### src/rtl/div_share_ctrl.sv
`default_nettype none
// ============================================================================
// Module   : div_share_ctrl
// Purpose  : Shares one multi-cycle 64/32 unsigned divider core between two
//            requesters. Round-robin arbitration, one transaction in flight.
//            Operands that would overflow a 32-bit quotient or divide by zero
//            are answered directly without starting the core. A transaction
//            whose core never reports done is aborted after TIMEOUT cycles.
// Ports    : clk, rst_n          - clock (rising edge), async active-low reset
//            req{0,1}_valid/a/b  - requester operands, held until ready
//            req{0,1}_ready      - single-cycle accept pulse
//            rsp_valid/ready     - response handshake
//            rsp_id/q/r/err      - owner, quotient, remainder, {to, dz, ovf}
//            div_start/a/b       - start pulse and operands to the core
//            div_done/q/r        - core completion pulse and result
//            busy                - controller not idle
//            stat_cnt0/1, stat_err (DIV_SHARE_STATS_EN only) - saturating
//                                  completion and error counters
// Options  : define DIV_SHARE_STATS_EN to add the statistics counters.
// Revision : 1.0 - initial release
// ============================================================================
module div_share_ctrl #(
  parameter int TIMEOUT = 80,
  parameter int CNT_W   = 7
) (
  input  logic        clk,
  input  logic        rst_n,
  input  logic        req0_valid,
  input  logic [63:0] req0_a,
  input  logic [31:0] req0_b,
  output logic        req0_ready,
  input  logic        req1_valid,
  input  logic [63:0] req1_a,
  input  logic [31:0] req1_b,
  output logic        req1_ready,
  output logic        rsp_valid,
  output logic        rsp_id,
  output logic [31:0] rsp_q,
  output logic [31:0] rsp_r,
  output logic [2:0]  rsp_err,
  input  logic        rsp_ready,
  output logic        div_start,
  output logic [63:0] div_a,
  output logic [31:0] div_b,
  input  logic        div_done,
  input  logic [31:0] div_q,
  input  logic [31:0] div_r,
  output logic        busy
`ifdef DIV_SHARE_STATS_EN
  ,
  output logic [15:0] stat_cnt0,
  output logic [15:0] stat_cnt1,
  output logic [15:0] stat_err
`endif
);

  localparam logic [1:0] c_idle  = 2'd0;
  localparam logic [1:0] c_issue = 2'd1;
  localparam logic [1:0] c_wait  = 2'd2;
  localparam logic [1:0] c_resp  = 2'd3;

  localparam logic [CNT_W-1:0] c_timeout = CNT_W'(TIMEOUT);

  logic [1:0]       r_state;
  logic             r_rr;
  logic             r_id;
  logic [63:0]      r_a;
  logic [31:0]      r_b;
  logic [CNT_W-1:0] r_cnt;
  logic             r_rsp_id;
  logic [31:0]      r_rsp_q;
  logic [31:0]      r_rsp_r;
  logic [2:0]       r_rsp_err;

  logic             w_grant;
  logic             w_sel;
  logic [63:0]      w_a;
  logic [31:0]      w_b;
  logic             w_dz;
  logic             w_ovf;
  logic [CNT_W-1:0] w_cnt_nxt;
  logic             w_timeout;

  // Port 1 wins when it is the only requester or when both request and the
  // round-robin pointer favours it.
  assign w_sel   = req1_valid & (~req0_valid | r_rr);
  // Gating with rst_n keeps the combinational ready outputs low during reset.
  assign w_grant = rst_n & (r_state == c_idle) & (req0_valid | req1_valid);
  assign w_a     = w_sel ? req1_a : req0_a;
  assign w_b     = w_sel ? req1_b : req0_b;

  // A zero divisor reports only divide-by-zero, even though the high word
  // trivially compares >= 0.
  assign w_dz  = (w_b == 32'd0);
  assign w_ovf = ~w_dz & (w_a[63:32] >= w_b);

  // The WAIT phase lasts at most TIMEOUT cycles: the counter starts at zero
  // on the first WAIT cycle and the abort fires when its next value hits
  // TIMEOUT.
  assign w_cnt_nxt = r_cnt + 1'b1;
  assign w_timeout = (w_cnt_nxt == c_timeout);

  assign req0_ready = w_grant & ~w_sel;
  assign req1_ready = w_grant & w_sel;
  assign div_start  = (r_state == c_issue);
  assign div_a      = r_a;
  assign div_b      = r_b;
  assign rsp_valid  = (r_state == c_resp);
  assign rsp_id     = r_rsp_id;
  assign rsp_q      = r_rsp_q;
  assign rsp_r      = r_rsp_r;
  assign rsp_err    = r_rsp_err;
  assign busy       = (r_state != c_idle);

  always_ff @(posedge clk or negedge rst_n) begin
    if (!rst_n) begin
      r_state   <= c_idle;
      r_rr      <= 1'b0;
      r_id      <= 1'b0;
      r_a       <= '0;
      r_b       <= '0;
      r_cnt     <= '0;
      r_rsp_id  <= 1'b0;
      r_rsp_q   <= '0;
      r_rsp_r   <= '0;
      r_rsp_err <= '0;
    end else begin
      case (r_state)
        c_idle: begin
          if (w_grant) begin
            r_a  <= w_a;
            r_b  <= w_b;
            r_id <= w_sel;
            // The pointer only moves on a genuine tie.
            if (req0_valid && req1_valid) r_rr <= ~r_rr;
            if (w_dz || w_ovf) begin
              r_rsp_id  <= w_sel;
              r_rsp_q   <= '1;
              r_rsp_r   <= w_a[31:0];
              r_rsp_err <= {1'b0, w_dz, w_ovf};
              r_state   <= c_resp;
            end else begin
              r_state <= c_issue;
            end
          end
        end
        c_issue: begin
          r_cnt   <= '0;
          r_state <= c_wait;
        end
        c_wait: begin
          r_cnt <= w_cnt_nxt;
          // done is checked first so it wins over a coincident timeout.
          if (div_done) begin
            r_rsp_id  <= r_id;
            r_rsp_q   <= div_q;
            r_rsp_r   <= div_r;
            r_rsp_err <= 3'b000;
            r_state   <= c_resp;
          end else if (w_timeout) begin
            r_rsp_id  <= r_id;
            r_rsp_q   <= '0;
            r_rsp_r   <= '0;
            r_rsp_err <= 3'b100;
            r_state   <= c_resp;
          end
        end
        c_resp: begin
          if (rsp_ready) r_state <= c_idle;
        end
        default: r_state <= c_idle;
      endcase
    end
  end

`ifdef DIV_SHARE_STATS_EN
  logic        w_hs;
  logic [15:0] r_stat_cnt0;
  logic [15:0] r_stat_cnt1;
  logic [15:0] r_stat_err;

  assign w_hs      = rsp_valid & rsp_ready;
  assign stat_cnt0 = r_stat_cnt0;
  assign stat_cnt1 = r_stat_cnt1;
  assign stat_err  = r_stat_err;

  always_ff @(posedge clk or negedge rst_n) begin
    if (!rst_n) begin
      r_stat_cnt0 <= '0;
      r_stat_cnt1 <= '0;
      r_stat_err  <= '0;
    end else if (w_hs) begin
      if (!r_rsp_id && r_stat_cnt0 != 16'hFFFF) r_stat_cnt0 <= r_stat_cnt0 + 16'd1;
      if (r_rsp_id && r_stat_cnt1 != 16'hFFFF)  r_stat_cnt1 <= r_stat_cnt1 + 16'd1;
      if ((|r_rsp_err) && r_stat_err != 16'hFFFF) r_stat_err <= r_stat_err + 16'd1;
    end
  end
`endif

endmodule
`default_nettype wire

### config.mk
export PLATFORM = sky130hd
export DESIGN_NAME = div_share_ctrl
export DESIGN_NICKNAME = d
export VERILOG_FILES = /design/src/rtl/div_share_ctrl.sv
export SDC_FILE = /design/constraint.sdc
export NUM_CORES = 1
export LEC_CHECK = 0
export ABC_AREA = 0
export CAP_MARGIN = 20
export CORE_AREA = 4 4 167 169
export CTS_CLUSTER_DIAMETER = 100
export DETAILED_ROUTE_END_ITERATION = 10
export DIE_AREA = 0 0 171 173
export GPL_ROUTABILITY_DRIVEN = 0
export PLACE_DENSITY = 0.73
export SETUP_SLACK_MARGIN = 0.4
export SLEW_MARGIN = 20
export SYNTH_ARGS = -nofsm -noshare
export SYNTH_HDL_FRONTEND = slang
export SYNTH_SLANG_ARGS = --single-unit
### constraint.sdc
create_clock -name clk -period 4.4 [get_ports clk]
set_input_delay 0.44 -clock clk [delete_from_list [all_inputs] [get_ports clk]]
set_output_delay 0.44 -clock clk [all_outputs]
set_load 0.01 [all_outputs]
== After elaboration in Yosys (flattened, before gate mapping) ==
Index checks and enable logic that the tools add are counted.

* Add/sub/neg operators: 1
* $mul: 0
* Divide/modulo/power cells: 0
* $lt $le $gt $ge: 1
* Equal/unequal tests: 8
* Shift-type cells: 0
* Mux-type cells: 28
* Bitwise logic cells: 12
* Reduce and logical (&&, ||, !) cells: 11

{| class="wikitable"
|+ Operators by type and width
! cell !! number
|-
| $mux W32 || 8
|-
| $pmux W32 S2 || 2
|-
| $mux W64 || 1
|-
| $ge A32 B32 Y1 || 1
|-
| $logic_not A32 Y1 || 1
|-
| $pmux W7 S2 || 1
|-
| $mux W3 || 4
|-
| $mux W2 || 5
|-
| $pmux W2 S4 || 1
|-
| $add A7 B1 Y7 const B || 1
|-
| $eq A7 B7 Y1 const B || 1
|-
| $and A1 B1 Y1 || 6
|-
| $pmux W3 S2 || 1
|-
| $reduce_and A3 Y1 || 2
|-
| $reduce_bool A2 Y1 || 3
|-
| $eq A2 B2 Y1 const B || 2
|-
| $mux W1 || 4
|-
| $ne A2 B1 Y1 const B || 2
|-
| $not A1 Y1 || 4
|-
| $reduce_and A4 Y1 || 1
|-
| $ne A3 B3 Y1 const B || 1
|-
| $eq A2 B1 Y1 const B || 1
|-
| $logic_not A2 Y1 || 1
|-
| $ne A2 B2 Y1 const B || 1
|-
| other kinds (5) || 6
|}

* Register bits after elaboration: 175
* Bits in latches: 0
* RAM bits: 0
* Bits in read-only memories: 0
* Bits of input ports: 262
* Output and inout bits: 169
* Logic and storage cells: 71
* Memories: 0

== Longest topological paths before layout ==
Gate-level depths: netlist of the first run.

* Depth in word-level cells: 11
* Gate-level depth with buffers: 14
* Depth with buffers taken out: 10

== Worst setup path after synthesis of the first run ==
OpenSTA, ideal clock, no wires.

* Path kind: input to register
* Start point: input req0_valid
* End point: register r_rsp_r[13] (netlist: rsp_r[13])
* Setup time: 0.127 ns
* Arrival time: 3.697 ns
* Data required time: 4.273 ns
* Slack: 0.576 ns
* Stages: 14
* Path buffers: 4
* Cell sequence: inv_2 > o21ai_1 > clkbuf_1 > buf_1 > mux2_2 > ha_1 > a21oi_1 > nand2_1 > a21o_1 > o41a_1 > o31a_1 > buf_4 > buf_6 > mux2_1

* Elaborated cells on any way between the ends: 18
* Those cells by class: order compare (1); eq/ne (2); mux (5); bitwise (7); reduce/logical (3)

{| class="wikitable"
|+ RTL lines
! item !! RTL line !! source
|-
| start, declared || 28 || <nowiki>input logic req0_valid,</nowiki>
|-
| $not A1 Y1 || 86 || <nowiki>assign w_sel = req1_valid & (~req0_valid | r_rr);</nowiki>
|-
| $or A1 B1 Y1 || 86 ||
|-
| $and A1 B1 Y1 || 86 ||
|-
| $mux W64 || 89 || <nowiki>assign w_a = w_sel ? req1_a : req0_a;</nowiki>
|-
| net w_a[46] || 77 || <nowiki>logic [63:0] w_a;</nowiki>
|-
| $ge A32 B32 Y1 || 95 || <nowiki>assign w_ovf = ~w_dz & (w_a[63:32] >= w_b);</nowiki>
|-
| $and A1 B1 Y1 || 95 ||
|-
| $logic_or A1 B1 Y1 || 136 || <nowiki>if (w_dz || w_ovf) begin</nowiki>
|-
| $ne A2 B1 Y1 (no source line) || - ||
|-
| $reduce_and A4 Y1 (no source line) || - ||
|-
| end signal, assigned || 139 || <nowiki>r_rsp_r <= w_a[31:0];</nowiki>
|-
| end signal, assigned || 157 || <nowiki>r_rsp_r <= div_r;</nowiki>
|-
| end, declared || 72 || <nowiki>logic [31:0] r_rsp_r;</nowiki>
|}

The timed path passes the listed nets, and every way through them passes these cells. The select of a mux whose other input is x is not followed.
A chain may end at the register's enable or synchronous reset.

== Worst setup path after layout of the first run ==
* Start point: input req0_valid
* End point: register r_rsp_r[26] (netlist: rsp_r[26])

Same word-level chain as after synthesis.

==> summary.md, run 1 <==
| Metric | Value |
|---|---|
| Pwr/cell area | `617.6 nW/µm²` |
| Ys async rst share | `100.0%` |
| Worst slew margin | `45.85%` |
| Detail Route Antenna Nets | `0` |
| Post-synthesis cell count | `899` |
| Final setup viols | `0` |
| Routed len/inst | `19.70 µm` |
| Synth unique cells | `46` |
| Setup Crit Path Kind | `in2reg` |
| Max Clock Freq | `0.2618 GHz` |
| CP required | `4.69 ns` |
| CP cell instances | `clkdlybuf4s50_1 > inv_2 > o21ai_4 > buf_4 > mux2_2 > ha_1 > a21oi_1 > o21a_1 > o211ai_1 > a221o_1 > o31a_2 > buf_12 > mux2_1` |
| Pins Over Slew Limit | `0` |
| CTS Buf Count | `17` |
| Buf+Inv Stages, Crit Path | `4` |
| Core area | `26580 µm²` |
| Post-synth net total | `1198` |
| Post-Route WL | `32840 µm` |
| Status | `finished with violations` |
| Hold_ws | `-0.0008054 ns` |
| Overall power | `0.008824 W` |
| Die Span Y | `173 µm` |
| Total Neg Setup Slack | `0 ns` |
| Family with the most delay on the worst path | `compound AO/OA/AOI/OAI gates` |
| Synth warn | `0` |
| Number of vias per cell | `5.003` |
| Setup crit end kind | `flop` |
| I/O pin count | `431` |
| DR iter-0 viols | `511` |
| Crit start category | `primary input` |
| Largest fanout on the critical path | `22` |
| Fin nets | `1611` |
| Die area | `29580 µm²` |
| Synth Flop Type | `dfrtp_1` |
| IO Port Bufs | `430` |
| Largest net degree at the start of global routing | `162` |
| Overflow after GRT | `0` |
| Final non-filler cell total | `1667` |
| Post-DP HPWL | `25870 µm` |
| RSZ-0062 raised after global routing | `false` |
| Area grow syn2layout | `59.98%` |
| Design area | `14290 µm²` |
| Multi-input gate area | `4300 µm²` |
| DRC Markers | `0` |
| Share of cells above drive strength 1 | `8.075%` |
| Synth cell count leaders | `nand2_1, dfrtp_1, o21ai_0` |
| Area leader, netlist | `dfrtp_1` |
| First-pass GRT wire length | `50540 µm` |
| Initial antenna violation count | `1` |
| Data arrival, critical path | `4.11 ns` |
| Seq cells post-synth | `175` |
| Worst path slowest cell | `clkdlybuf4s50_1` |
| Placed cell count | `1634` |
| Static Leak | `6.290 nW` |
| Failing checks | `hold timing` |
| Tcrit/Tclk final | `86.82%` |
| Gr usage total | `21.77%` |
| Chip Width | `171 µm` |
| Synth top area share | `49.03%` |
| Max incr delay on CP | `0.56 ns` |
| Sequential area share after synthesis | `49.03%` |
| CTS tree | `done` |
| Post-CTS Hold Fix Bufs | `0` |
| Vias in the first global route | `8879` |
| Initial Util | `33.61%` |
| Clk_skew | `0.01350 ns` |
| Most frequent cell after synthesis | `nand2_1` |
| Number of synthesized flops with an enable pin | `0` |
| Register area | `4379 µm²` |
| Clock buffer depth | `2` |
| Post-synthesis cell area | `8931 µm²` |
| Hold Path Class | `in2async` |
| Root buffer cell | `clkbuf_16` |
| Worst-path clk slew | `0.07 ns` |
| DR vias | `8340` |
| Synth area leaders | `dfrtp_1, nand2_1, mux2i_1` |
| H-tree depth | `4` |
| Min cycle time layout | `3.820 ns` |
| Placed inst area | `13660 µm²` |
| Slew @ Worst Pin | `0.8122 ns` |
| Mapped Avg Cell Area | `9.934 µm²` |
| MaxCap Viol Count | `0` |
| Num rows | `60` |
| Clock Sinks | `175` |
| Total iterations of the first detailed-routing run | `5` |
| Layout fillers | `2392` |
| Final hold vios | `1` |
| Worst vdd ir | `0.0003409 V` |
| Skew-Pair Late Insertion Delay | `0.42 ns` |
registers in the layout, indices dropped and copies added, names as in the netlist:
signal / count
rsp_id: 1
rsp_q: 32
div_b: 32
rsp_r: 32
r_id: 1
r_cnt: 7
r_state: 2
div_a: 64
rsp_err: 3
r_rr: 1
logic make-up (layout without fill, tap and decap cells):
family | Yosys count | in the layout | share of synthesized area (%)
simple gates | 300 | 300 | 14.00
compound gates | 186 | 186 | 12.83
flops | 175 | 175 | 49.03
mux | 131 | 131 | 15.61
buf+inv | 69 | 495 | 3.250
fa+ha+maj | 37 | 37 | 5.183
xor+xnor | 1 | 1 | 0.09808
other cells | 0 | 1 | 0
layout by cell type (no fill, tap or decap), types with 5 or more instances in the layout:
cell type and n:
mux2i_1 65, mux2_1 18, ha_1 37, buf_12 5, o21ai_0 107, inv_8 5, buf_4 13, clkbuf_16 17
inv_1 14, a2bb2oi_1 32, nor2_1 7, nand3_1 9, nor4_1 16, clkdlybuf4s50_1 429, nand2_1 239, nand4_1 13
a21oi_1 13, mux2_2 48, dfrtp_1 175, a21o_1 6
worst reg2reg max path: cells and delay by family, from the launching register on:
kind            cells  cell delay, ns
compound gates      6            1.43
fa+ha+maj           1            0.33
buf+inv             2            0.53
flops               1            0.43
mux                 2            0.75
power breakdown:
group / switching [W] / total [W] / internal (W) / leakage [nW]
logic: 0.00208 / 0.00448 / 0.00240 / 3.85
registers: 0.000410 / 0.00276 / 0.00235 / 2.15
clock network: 0.000710 / 0.00158 / 0.000869 / 0.297
cell type report:
| class | count | area share, % |
|---|---|---|
| antenna | 1 | 0.01751 |
| tap | 341 | 2.986 |
| sequential | 175 | 30.65 |
| timing repair buffer | 448 | 31.54 |
| multi-input combinational | 655 | 30.10 |
| inverter | 15 | 0.3941 |
| clock inverter | 15 | 1.340 |
| clock buffer | 17 | 2.977 |
through the flow:
stage               utilization [%]  setup WS (ns)
finish                        53.76         0.5797
global route                  53.76         0.4293
CTS                           53.73         0.5548
detailed placement            51.41         0.1250
global placement              51.41         0.1158
floorplan                         -         0.5757
per-layer routing:
metal | global-route usage (%) | share of wire [%]
met5 | 0 | 0
met4 | 7.923 | 3.1
met3 | 5.876 | 7.2
met2 | 35.67 | 48
met1 | 27.57 | 41
final timing paths:
path                       cells after the start         to  slack, ns       start
min                                            1  div_a[32]    -0.0008       rst_n
max in group asynchronous                      3  rsp_r[22]       2.47       rst_n
max reg2reg                                   11  rsp_r[26]       0.80        r_rr
min in group clk                               2  div_a[35]       0.47   div_a[35]
min reg2reg                                    2  div_a[35]       0.47   div_a[35]
max                                           13  rsp_r[26]       0.58  req0_valid
what timing repair did:
item	in CTS	in global routing
endpoints found under the setup margin	0	53
resized for setup	0	1
setup buffers	0	0
No activity file was read; power rests on OpenSTA's default activity.
==> run 2, diff against run 1 <==
SETUP_SLACK_MARGIN = not set   (was 0.4)
SKIP_CTS_REPAIR_TIMING = 1   (was not set)
SKIP_LAST_GASP = 1   (was not set)
==> summary.md, run 2 (synthesis results as in run 1) <==
| Metric | Value |
|---|---|
| Post-Route WL | `32870 µm` |
| Layout fillers | `2392` |
| Detail Route Antenna Nets | `0` |
| Placed cell count | `1634` |
| Commonest non-fill, non-tap cell in the layout | `clkdlybuf4s50_1` |
| H-tree depth | `4` |
| Min cycle time layout | `3.864 ns` |
| Initial Util | `33.61%` |
| Total Neg Setup Slack | `0 ns` |
| Placed inst area | `13660 µm²` |
| Post-DP HPWL | `25870 µm` |
| Comb power frac | `50.8%` |
| FF-to-FF End | `rsp_r[4]` |
| P_int | `0.005624 W` |
| Setup crit end kind | `flop` |
| Number of vias per cell | `4.996` |
| CTS tree | `done` |
| Clock Sinks | `175` |
| Worst slew margin | `45.95%` |
| Crit start category | `primary input` |
| Switching Share | `36.27%` |
| Final non-filler cell total | `1667` |
| Pins Over Slew Limit | `0` |
| Overflow after GRT | `0` |
| DRC Markers | `0` |
| Chip Width | `171 µm` |
| Clock share of power | `17.9%` |
| CP cell instances | `clkdlybuf4s50_1 > inv_2 > o21ai_4 > buf_4 > mux2_2 > ha_1 > nand4_1 > nor4_1 > buf_4 > o41a_1 > o31a_2 > buf_12 > mux2_2` |
| Buf+Inv Stages, Crit Path | `5` |
| Sequential Power Share | `31.3%` |
| Skew-Pair Late Insertion Delay | `0.42 ns` |
| CP required | `4.70 ns` |
| Overall power | `0.008825 W` |
| R2R Setup Slk | `0.75 ns` |
| Final setup viols | `0` |
| DR vias | `8329` |
| Gr usage total | `21.77%` |
| Max FFs per register | `64` |
| Die Span Y | `173 µm` |
| Max Clock Freq | `0.2588 GHz` |
| Net Switching | `0.003201 W` |
| Worst vdd ir | `0.0003409 V` |
| Setup Crit Path Kind | `in2reg` |
| Hold Path Class | `in2async` |
| Family with the most delay on the worst path | `buffers and inverters` |
| RSZ-0062 raised after global routing | `false` |
| Share of cells above drive strength 1 | `8.000%` |
| Die area | `29580 µm²` |
| Design area | `14280 µm²` |
| Final critical-path setup slack | `0.5360 ns` |
| Root buffer cell | `clkbuf_16` |
| CTS Buf Count | `17` |
| Max incr delay on CP | `0.56 ns` |
| Clk_skew | `0.01386 ns` |
| Largest net degree at the start of global routing | `162` |
| Routed len/inst | `19.72 µm` |
| R2r startpoint | `r_rr` |
| Tcrit/Tclk final | `87.82%` |
| Worst path slowest cell | `clkdlybuf4s50_1` |
| Clock buffer depth | `2` |
| Slew @ Worst Pin | `0.8108 ns` |
| Vias in the first global route | `8879` |
| Largest fanout on the critical path | `27` |
| Status | `completed` |
| First-pass GRT wire length | `50540 µm` |
| Reg2Reg Depth | `11` |
| I/O pin count | `431` |
| Most frequent cells in the layout | `clkdlybuf4s50_1, nand2_1, dfrtp_1` |
| Data arrival, critical path | `4.16 ns` |
| Total iterations of the first detailed-routing run | `5` |
| Fin nets | `1611` |
| MaxCap Viol Count | `0` |
| DR iter-0 viols | `534` |
| Initial antenna violation count | `1` |
| Core area | `26580 µm²` |
| Static Leak | `6.290 nW` |
| Area grow syn2layout | `59.90%` |
| Worst-path clk slew | `0.07 ns` |
| Num rows | `60` |
| Pre-CTS setup slack | `0.1250 ns` |
| IO Port Bufs | `430` |
| Final hold vios | `0` |
| Pwr/cell area | `617.9 nW/µm²` |
## run 2: cell counts in the layout (fill, tap and decap cells not counted)
Identical to the previous run, type by type.
## run 2: metrics by stage
stage | util (%) | hold slack (ns)
2_1_floorplan | - | 0.1444
3_3_place_gp | 51.41 | 0.4578
3_5_place_dp | 51.41 | 0.4611
4_1_cts | 53.73 | 0.006548
5_1_grt | 53.74 | 0.01785
6_report | 53.74 | 0.001506
## run 2: how the worst max path moves through the flow
stage | slack, ns | from | endpoint | cells after the start
floorplan | 0.58 | req0_valid | rsp_r[13] | 14
global placement | 0.12 | req0_valid | rsp_r[6] | 13
detailed placement | 0.13 | req0_valid | rsp_r[4] | 13
CTS | 0.55 | req0_valid | rsp_q[4] | 14
global route | 0.27 | req0_valid | rsp_q[4] | 14
finish | 0.54 | req0_valid | rsp_r[4] | 13
## run 2: final cells by class
| cell class | count | area, µm² | share of cell area [%] |
|---|---|---|---|
| timing repair buffer | 448 | 4506 | 31.55 |
| sequential | 175 | 4379 | 30.66 |
| multi-input combinational | 655 | 4294 | 30.07 |
| tap | 341 | 426.7 | 2.988 |
| clock buffer | 17 | 425.4 | 2.979 |
| clock inverter | 15 | 191.4 | 1.340 |
| inverter | 15 | 56.30 | 0.3943 |
| antenna | 1 | 2.502 | 0.01752 |
## run 2: per-layer routing
metal  track usage (%)  share of wire, %
met1             27.57                41
met2             35.67                48
met3             5.876               7.3
met4             7.923               3.1
met5                 0                 0
## run 2: worst register-to-register path, stage by stage (launching register included)
cell and delay (ns):
dfrtp_1 0.43, o21ai_4 0.20, buf_4 0.36, mux2_2 0.41, ha_1 0.32, nand4_1 0.15, nor4_1 0.43, buf_4 0.20
o41a_1 0.22, o31a_2 0.23, buf_12 0.19, mux2_2 0.38
## run 2: power by group through the flow
| stage | Clock, W | Combinational, W | Sequential, W |
|---|---|---|---|
| 4_1_cts | 0.00163 | 0.00455 | 0.00277 |
| 3_3_place_gp | 0 | 0.00445 | 0.00276 |
| 2_1_floorplan | 0 | 0.00181 | 0.00306 |
| 6_report | 0.00158 | 0.00448 | 0.00276 |
| 5_1_grt | 0.00170 | 0.00487 | 0.00286 |
| 3_5_place_dp | 0 | 0.00454 | 0.00278 |
